===== config.mk =====
export PLATFORM = sky130hd
export DESIGN_NAME = ex_stage
export DESIGN_NICKNAME = d
export VERILOG_FILES = /design/src/rtl/ex_stage.sv
export SDC_FILE = /design/constraint.sdc
export NUM_CORES = 1
export LEC_CHECK = 0
export BUFFER_PORTS_ARGS = -buffer_cell sky130_fd_sc_hd__buf_4
export CAP_MARGIN = 25
export CORE_MARGIN = 2
export CORE_UTILIZATION = 37
export CTS_BUF_LIST = sky130_fd_sc_hd__clkbuf_4 sky130_fd_sc_hd__clkbuf_8
export CTS_CLUSTER_SIZE = 8
export DETAILED_ROUTE_END_ITERATION = 10
export GPL_ROUTABILITY_DRIVEN = 0
export SLEW_MARGIN = 20
export SYNTH_ARGS = -nofsm -noshare
export SYNTH_HDL_FRONTEND = slang
export SYNTH_SLANG_ARGS = --single-unit

===== constraint.sdc =====
create_clock -name clk -period 3.6 [get_ports clk]
set_input_delay 1.08 -clock clk [delete_from_list [all_inputs] [get_ports clk]]
set_output_delay 1.08 -clock clk [all_outputs]
set_load 0.01 [all_outputs]

===== src/rtl/ex_stage.sv =====
// Execute stage: single-cycle ALU / address / CDEC / IJMP, plus an optional
// shift-add MULT FSM that stalls upstream; enabled by defining EX_STAGE_MULT_EN.
module ex_stage (
  input  logic        clk,
  input  logic        rst_n,
  input  logic [31:0] IDEXA,
  input  logic [31:0] IDEXB,
  input  logic [31:0] IDEXIR,
  output logic [31:0] EXMEMALUOut,
  output logic [31:0] EXMEMB,
  output logic        EXMEMFlagOut,
  output logic [31:0] EXMEMIR,
  output logic        exStall
);

  localparam int unsigned W = 32;

  localparam logic [5:0]   ALUOP = 6'h00;
  localparam logic [5:0]   LW    = 6'h23;
  localparam logic [5:0]   SW    = 6'h2B;
  localparam logic [5:0]   CDEC  = 6'h38;
  localparam logic [5:0]   IJMP  = 6'h02;
  localparam logic [W-1:0] NO_OP = 32'h0000_0020;

  localparam logic [5:0] F_ADD  = 6'h20;
  localparam logic [5:0] F_SUB  = 6'h22;
  localparam logic [5:0] F_AND  = 6'h24;
  localparam logic [5:0] F_OR   = 6'h25;
  localparam logic [5:0] F_SLT  = 6'h2A;

  logic [5:0]   op;
  logic [5:0]   funct;
  logic [W-1:0] imm;
  logic [W-1:0] dec_c;
  logic [W-1:0] alu_c;
  logic         flag_c;
  logic [W-1:0] result_c;

  assign op    = IDEXIR[31:26];
  assign funct = IDEXIR[5:0];
  assign imm   = {{16{IDEXIR[15]}}, IDEXIR[15:0]};
  assign dec_c = IDEXA - W'(1);

  // Single-cycle datapath for every op except MULT
  always_comb begin
    alu_c  = '0;
    flag_c = 1'b0;
    case (op)
      ALUOP: begin
        case (funct)
          F_ADD:   alu_c = IDEXA + IDEXB;
          F_SUB:   alu_c = IDEXA - IDEXB;
          F_AND:   alu_c = IDEXA & IDEXB;
          F_OR:    alu_c = IDEXA | IDEXB;
          F_SLT:   alu_c = ($signed(IDEXA) < $signed(IDEXB)) ? W'(1) : W'(0);
          default: alu_c = '0;
        endcase
      end
      LW, SW: alu_c = IDEXA + imm;
      CDEC: begin
        alu_c  = dec_c;
        flag_c = (dec_c == '0);
      end
      IJMP:    alu_c = IDEXA;
      default: alu_c = '0;
    endcase
  end

`ifdef EX_STAGE_MULT_EN
  localparam logic [5:0] F_MULT = 6'h18;

  typedef enum logic [1:0] {IDLE, BUSY, DONE} state_t;

  state_t        state, state_nxt;
  logic [63:0]   acc, acc_nxt;
  logic [63:0]   mcand, mcand_nxt;
  logic [W-1:0]  mplier, mplier_nxt;
  logic [4:0]    cnt, cnt_nxt;
  logic          is_mult_c;

  assign is_mult_c = (op == ALUOP) && (funct == F_MULT);

  always_ff @(posedge clk) begin
    if (!rst_n) begin
      state  <= IDLE;
      acc    <= '0;
      mcand  <= '0;
      mplier <= '0;
      cnt    <= '0;
    end else begin
      state  <= state_nxt;
      acc    <= acc_nxt;
      mcand  <= mcand_nxt;
      mplier <= mplier_nxt;
      cnt    <= cnt_nxt;
    end
  end

  // One shift-add step per BUSY cycle; the 5-bit counter wraps after step 32
  always_comb begin
    state_nxt  = state;
    acc_nxt    = acc;
    mcand_nxt  = mcand;
    mplier_nxt = mplier;
    cnt_nxt    = cnt;
    case (state)
      IDLE: begin
        if (is_mult_c) begin
          mcand_nxt  = {32'h0, IDEXA};
          mplier_nxt = IDEXB;
          acc_nxt    = '0;
          cnt_nxt    = '0;
          state_nxt  = BUSY;
        end
      end
      BUSY: begin
        if (mplier[0]) acc_nxt = acc + mcand;
        mcand_nxt  = mcand << 1;
        mplier_nxt = mplier >> 1;
        cnt_nxt    = cnt + 5'(1);
        if (cnt == 5'd31) state_nxt = DONE;
      end
      DONE:    state_nxt = IDLE;
      default: state_nxt = IDLE;
    endcase
  end

  assign exStall  = is_mult_c && (state != DONE);
  assign result_c = (state == DONE) ? acc[W-1:0] : alu_c;
`else
  assign exStall  = 1'b0;
  assign result_c = alu_c;
`endif

  // EX/MEM pipeline register; a stall pushes a bubble and holds store data
  always_ff @(posedge clk) begin
    if (!rst_n) begin
      EXMEMALUOut  <= '0;
      EXMEMB       <= '0;
      EXMEMFlagOut <= 1'b0;
      EXMEMIR      <= NO_OP;
    end else if (exStall) begin
      EXMEMALUOut  <= '0;
      EXMEMFlagOut <= 1'b0;
      EXMEMIR      <= NO_OP;
    end else begin
      EXMEMALUOut  <= result_c;
      EXMEMB       <= IDEXB;
      EXMEMFlagOut <= flag_c;
      EXMEMIR      <= IDEXIR;
    end
  end

endmodule


## Word-level counts from Yosys, hierarchy flattened

Index checks and enable logic that the tools add are counted.

- Shift-type cells: 0
- Add/sub/neg operators: 4
- Reduce and logical (&&, ||, !) cells: 4
- Bitwise operators: 2
- $lt $le $gt $ge: 1
- $mul: 0
- Equal/unequal tests: 9
- Div/mod/pow operators: 0
- Muxes and demuxes: 3

Operators with widths:

| operator | count |
|---|---|
| $pmux W32 S5 | 1 |
| $pmux W32 S4 | 1 |
| $add A32 B32 Y32 | 2 |
| $eq A6 B6 Y1 const B | 8 |
| $and A32 B32 Y32 | 1 |
| $logic_not A32 Y1 | 1 |
| $lt A32 B32 Y1 | 1 |
| $or A32 B32 Y32 | 1 |
| $sub A32 B1 Y32 const B | 1 |
| $sub A32 B32 Y32 | 1 |
| $eq A6 B2 Y1 const B | 1 |
| $logic_not A6 Y1 | 1 |
| $reduce_and A2 Y1 | 1 |
| $reduce_or A2 Y1 | 1 |
| $mux W1 | 1 |

- Output and inout port bits: 98
- Memory bits (writable): 0
- ROM bits: 0
- Input port bits: 98
- Register bits: 97
- Bits in latches: 0
- Memories kept: 0

## Logic depth before layout (Yosys ltp)

- Depth after elaboration: 4
- Mapped depth: 14
- Gate-level depth less buffers: 13

## Worst setup path after synthesis

No wires, ideal clock.

- Path kind: input-to-reg
- Start: in IDEXA[0]
- End: reg EXMEMALUOut[30]
- Data arrival time: 3.662 ns
- Required time: 3.470 ns
- Path buffers: 0
- Cell stages on the path: 12
- Library setup time: 0.130 ns
- Setup slack: -0.193 ns
- Cell sequence: ha_1 fa_1 a211o_1 a2111oi_4 o32ai_2 a31oi_4 o211a_4 o21ai_2 xor2_1 a221o_1 a21oi_1 o22ai_1

- Longest elaborated chain between the ends: 3
- Elaborated cells between the ends (all ways): 6

Ends and longest elaborated chain:

| element | RTL line | text |
|---|---|---|
| start, declared | 6 | `input logic [31:0] IDEXA,` |
| $sub A32 B32 Y32 / $add A32 B32 Y32 (equally long branches) | 52, 51 |  |
| $pmux W32 S5 | 50 | `case (funct)` |
| $pmux W32 S4 * | 48 | `case (op)` |
| end signal, assigned | 147 | `EXMEMALUOut <= result_c;` |
| end, declared | 9 | `output logic [31:0] EXMEMALUOut,` |

Mark *: on every way between the ends. The rest lies on a longest branch, timed or not.
A chain may end at the register's enable or synchronous reset.

## Final worst setup path

- Start: in IDEXA[0]
- End: reg EXMEMALUOut[0]

- Longest elaborated chain between the ends: 4
- Elaborated cells between the ends (all ways): 10

Ends and longest elaborated chain:

| element | RTL line | text |
|---|---|---|
| $lt A32 B32 Y1 | 55 | `F_SLT: alu_c = ($signed(IDEXA) < $signed(IDEXB)) ? W'(1) : W'(0);` |
| $mux W1 | 55 |  |
| $pmux W32 S5 | 50 |  |
| $pmux W32 S4 * | 48 |  |

Marks and branches as above.

==> results by stage <==
Run status:
- The flow ran to the end, and the final reports show no timing, DRC or antenna violations.

Worst setup path:
- The kind of start point of the critical path is an input port.
- The maximum fanout count along the critical path is 5.
- The worst setup path is of the input port to register kind.
- The kind of end point of the critical path is a register.
- The worst path required time is 3.93 ns.
- The data arrival time of the worst path is between 3 and 4 ns.

Finish:
- The post-layout net count is 2,109.
- The number of diodes is 0.
- The post-route standard cell area excluding fillers is about 15,000 µm².
- The area growth from synthesis to layout is 43.72%.
- In the final layout, the share of cells above drive strength 1 is 0.3176.
- The final cell count without fillers is 2,258.

Global routing:
- The first-pass GRT wire length is 64.00 mm.
- The initial antenna violation count was 0.
- The global route total overflow is 0.
- For this run, the total global-route usage over all layers was measured as 0.2814.
- The number of global-route vias before repair is between 10k and 15k.
- Entering global routing, the biggest net connects 57 pins.

Power and ir drop:
- The share of total power dissipated in sequential elements is 0.297.
- The combinational cell fraction of total power is 0.477.
- The worst IR drop on VDD is 0.0002148 V.
- Of the total power, the clock network draws 0.226.
- The power density over the cells is 253.3 nW/µm².
- The design draws 3.780 mW.
- The internal power of the cells totals 2.298 mW.
- Of the total power, the share spent switching nets is 0.3921.
- The leakage power of the design is 6.994 nW.
- For this design the total switching power over the nets is roughly 1.5 mW.

Route:
- The violation count after the first detailed-route iteration is 1,548.
- The routed layout has 12.67k vias.
- Dividing the detail-routed wire length by the instance count gives about 19 µm.
- The first TritonRoute pass finished after 6 iterations.
- The number of vias per cell is 5.610.
- The wire length after detailed routing is 42.33 mm.
- The remaining design rule violation count is 0.
- The remaining antenna violation count after routing is 0.

Logic synthesis:
- After synthesis, the cell types taking the most area are dfxtp_1 (19%), ha_1 (16%), a21oi_1 (7.2%).
- Counting instances in the post-synthesis netlist gives the leading cell types as a21oi_1 (149), ha_1 (133), nor2_1 (133).
- Among all cell types in the netlist, the one instantiated most often is a21oi_1.
- The number of different library cells used by synthesis comes to 86.
- After technology mapping, the gate count stands at between 1k and 1.5k.
- The number of warnings printed during yosys synthesis is 0.
- The net count of the mapped netlist is 1,643.
- dfxtp_1 takes more of the synthesized area than any other cell.
- For this run, asynchronously set or reset flops after synthesis account for 0.
- The average cell area after synthesis is 7.370 µm².
- The number of register bits inferred by synthesis is 97.
- Among all flip-flop cells after synthesis, the most frequent one is dfxtp_1.
- Of the post-synthesis cell area, the dominant cell type holds 0.1870.
- The mapped netlist covers 10,380 µm².
- The portion of the post-synthesis area used by sequential elements is 0.1870.
- Counting flops with a built-in enable in the synthesized netlist gives 0.

STA:
- The highest attainable clock frequency is 280.8 MHz.
- Hold is met by 0.8520 ns.
- The hold violation total from the final report is 0.
- The clock period minus final worst setup slack is about 3.6 ns.
- The actual transition at the worst max-transition pin is 0.6810 ns.
- Headroom to the max-slew limit came out at 0.5460.
- The post-route clock period utilization is 0.9894.
- After layout, the worst setup slack is about 0.038 ns.
- The final number of setup-violating endpoints is 0.
- The number of slew-limit violations in the final report is 0.

Place:
- In this run the cell area measured after placement is 14,550 µm².
- The count of port buffers added during placement is roughly 190.
- The total placed cells including tap cells is about 2.2k.
- Before CTS, the worst setup slack after placement is -0.4800 ns.
- Once detailed placement completed, the half-perimeter wirelength came to 34.53 mm.

Die:
- The initial utilization of the core area, before any placement, comes to 0.3748.
- The row count is 61.
- The die is 171.5 µm wide.
- The die area is 29,420 µm².
- The floorplan step set the die height to 171.5 µm.
- The core area is between 20,000 and 30,000 µm².
- 196 I/O pins were placed.

Min path:
- The worst min-delay path category is input port to register.
- The hold path depth is 2.

CTS:
- The root buffer cell chosen for the clock tree is clkbuf_8.
- TritonCTS built the clock tree.
- The maximum root-to-sink buffer count is 2.
- The clock input transition at the sequential cells of the worst setup and hold paths is 0.15 ns.
- The H-tree was split into 3 levels.
- Buffers inserted during clock tree synthesis total 9.
- The number of sinks driven by the clock tree is 97.

Run:
- Max-cap violations in this run came to 0.
## worst paths after layout
| check | from | to | slack (ns) |
|---|---|---|---|
| setup / recovery | IDEXA[0] | EXMEMALUOut[0] | 0.04 |
| hold / removal | IDEXB[29] | EXMEMB[29] | 0.85 |
## layout by cell type (no fill, tap or decap), types with 4 or more instances in the layout
cell type  instances
buf_4            522
a21oi_1          147
nor2_1           132
ha_1             129
nand2_1          108
inv_1            103
dfxtp_1           97
o21ai_0           91
and2_1            54
xnor2_1           47
nor3_1            33
nand3_1           27
a31oi_1           25
a21o_1            23
o211ai_1          22
o21bai_1          18
a221oi_1          18
o22ai_1           17
nand4_1           16
nor4_1            15
nand2b_1          14
a211oi_1          14
xor2_1            13
o31ai_1           12
or3_1              9
and3_1             9
clkbuf_8           9
a211o_1            7
mux2i_1            7
a221o_1            5
nor3b_1            5
o21a_1             5
o221ai_1           5
o31a_1             5
a211oi_2           5
nor2b_1            4
or2_2              4
nand3b_1           4
or4_1              4
a311oi_1           4
## state kept, by name, indices dropped and copies added (netlist names)
| name | cells |
|---|---|
| EXMEMALUOut | 32 |
| EXMEMB | 32 |
| EXMEMIR | 32 |
| EXMEMFlagOut | 1 |
## repair_timing
item                                   in CTS  in global routing
endpoints found under the hold margin       0                  0
resized for setup                           3                 23
pin swaps                                   0                  9
setup endpoints to repair                   2                 19
hold buffers                                0                  0
setup buffers                               0                  4
## final cells by class
type                            count  area, µm²
Clock buffer                        9      123.9
Clock inverter                      7      95.09
Fill cell                        2694      12780
Inverter                          104      390.4
Multi-Input combinational cell   1138       7920
Sequential cell                    97       1942
Tap cell                          378      473.0
Timing Repair Buffer              525       3979
## worst max-delay path, cell delays in order
cell and delay, ns:
buf_4 0.13, buf_4 0.15, inv_1 0.08, ha_2 0.21, fa_1 0.19, nor2_1 0.07
o311a_1 0.32, o22a_4 0.24, nor2_4 0.12, o211ai_2 0.16, buf_4 0.18, a221o_1 0.41
a21o_1 0.20, and3_1 0.13, a211oi_1 0.22
## cells by family after synthesis
| logic type | count (synthesis) | share of synthesized area |
|---|---|---|
| fa+ha+maj | 136 | 0.1660 |
| mux | 7 | 0.006748 |
| simple gates | 459 | 0.2206 |
| xor+xnor | 60 | 0.05061 |
| flops | 97 | 0.1870 |
| other cells | 1 | 0.0003611 |
| compound gates | 475 | 0.3039 |
| buf+inv | 174 | 0.06471 |
## layer usage
layer	share of wire	global-route usage
met4	0.032	0.09027
met5	0	0
met1	0.44	0.4035
met2	0.40	0.4154
met3	0.13	0.06121
## power by group through the flow
stage / combinational (mW) / sequential (mW) / clock, mW
after floorplan: 0.874 / 1.17 / 0
after global placement: 1.71 / 1.15 / 0
after detailed placement: 1.72 / 1.15 / 0
after CTS: 1.73 / 1.12 / 0.863
after global routing: 1.94 / 1.13 / 0.906
final: 1.80 / 1.12 / 0.855
## per-stage QoR
step | util | TNS, ns
global route | 0.5386 | -0.01417
floorplan | - | -0.1441
detailed placement | 0.5250 | -6.736
global placement | 0.5250 | -6.114
finish | 0.5386 | 0
CTS | 0.5334 | 0
(Power assumes the default switching activity.)
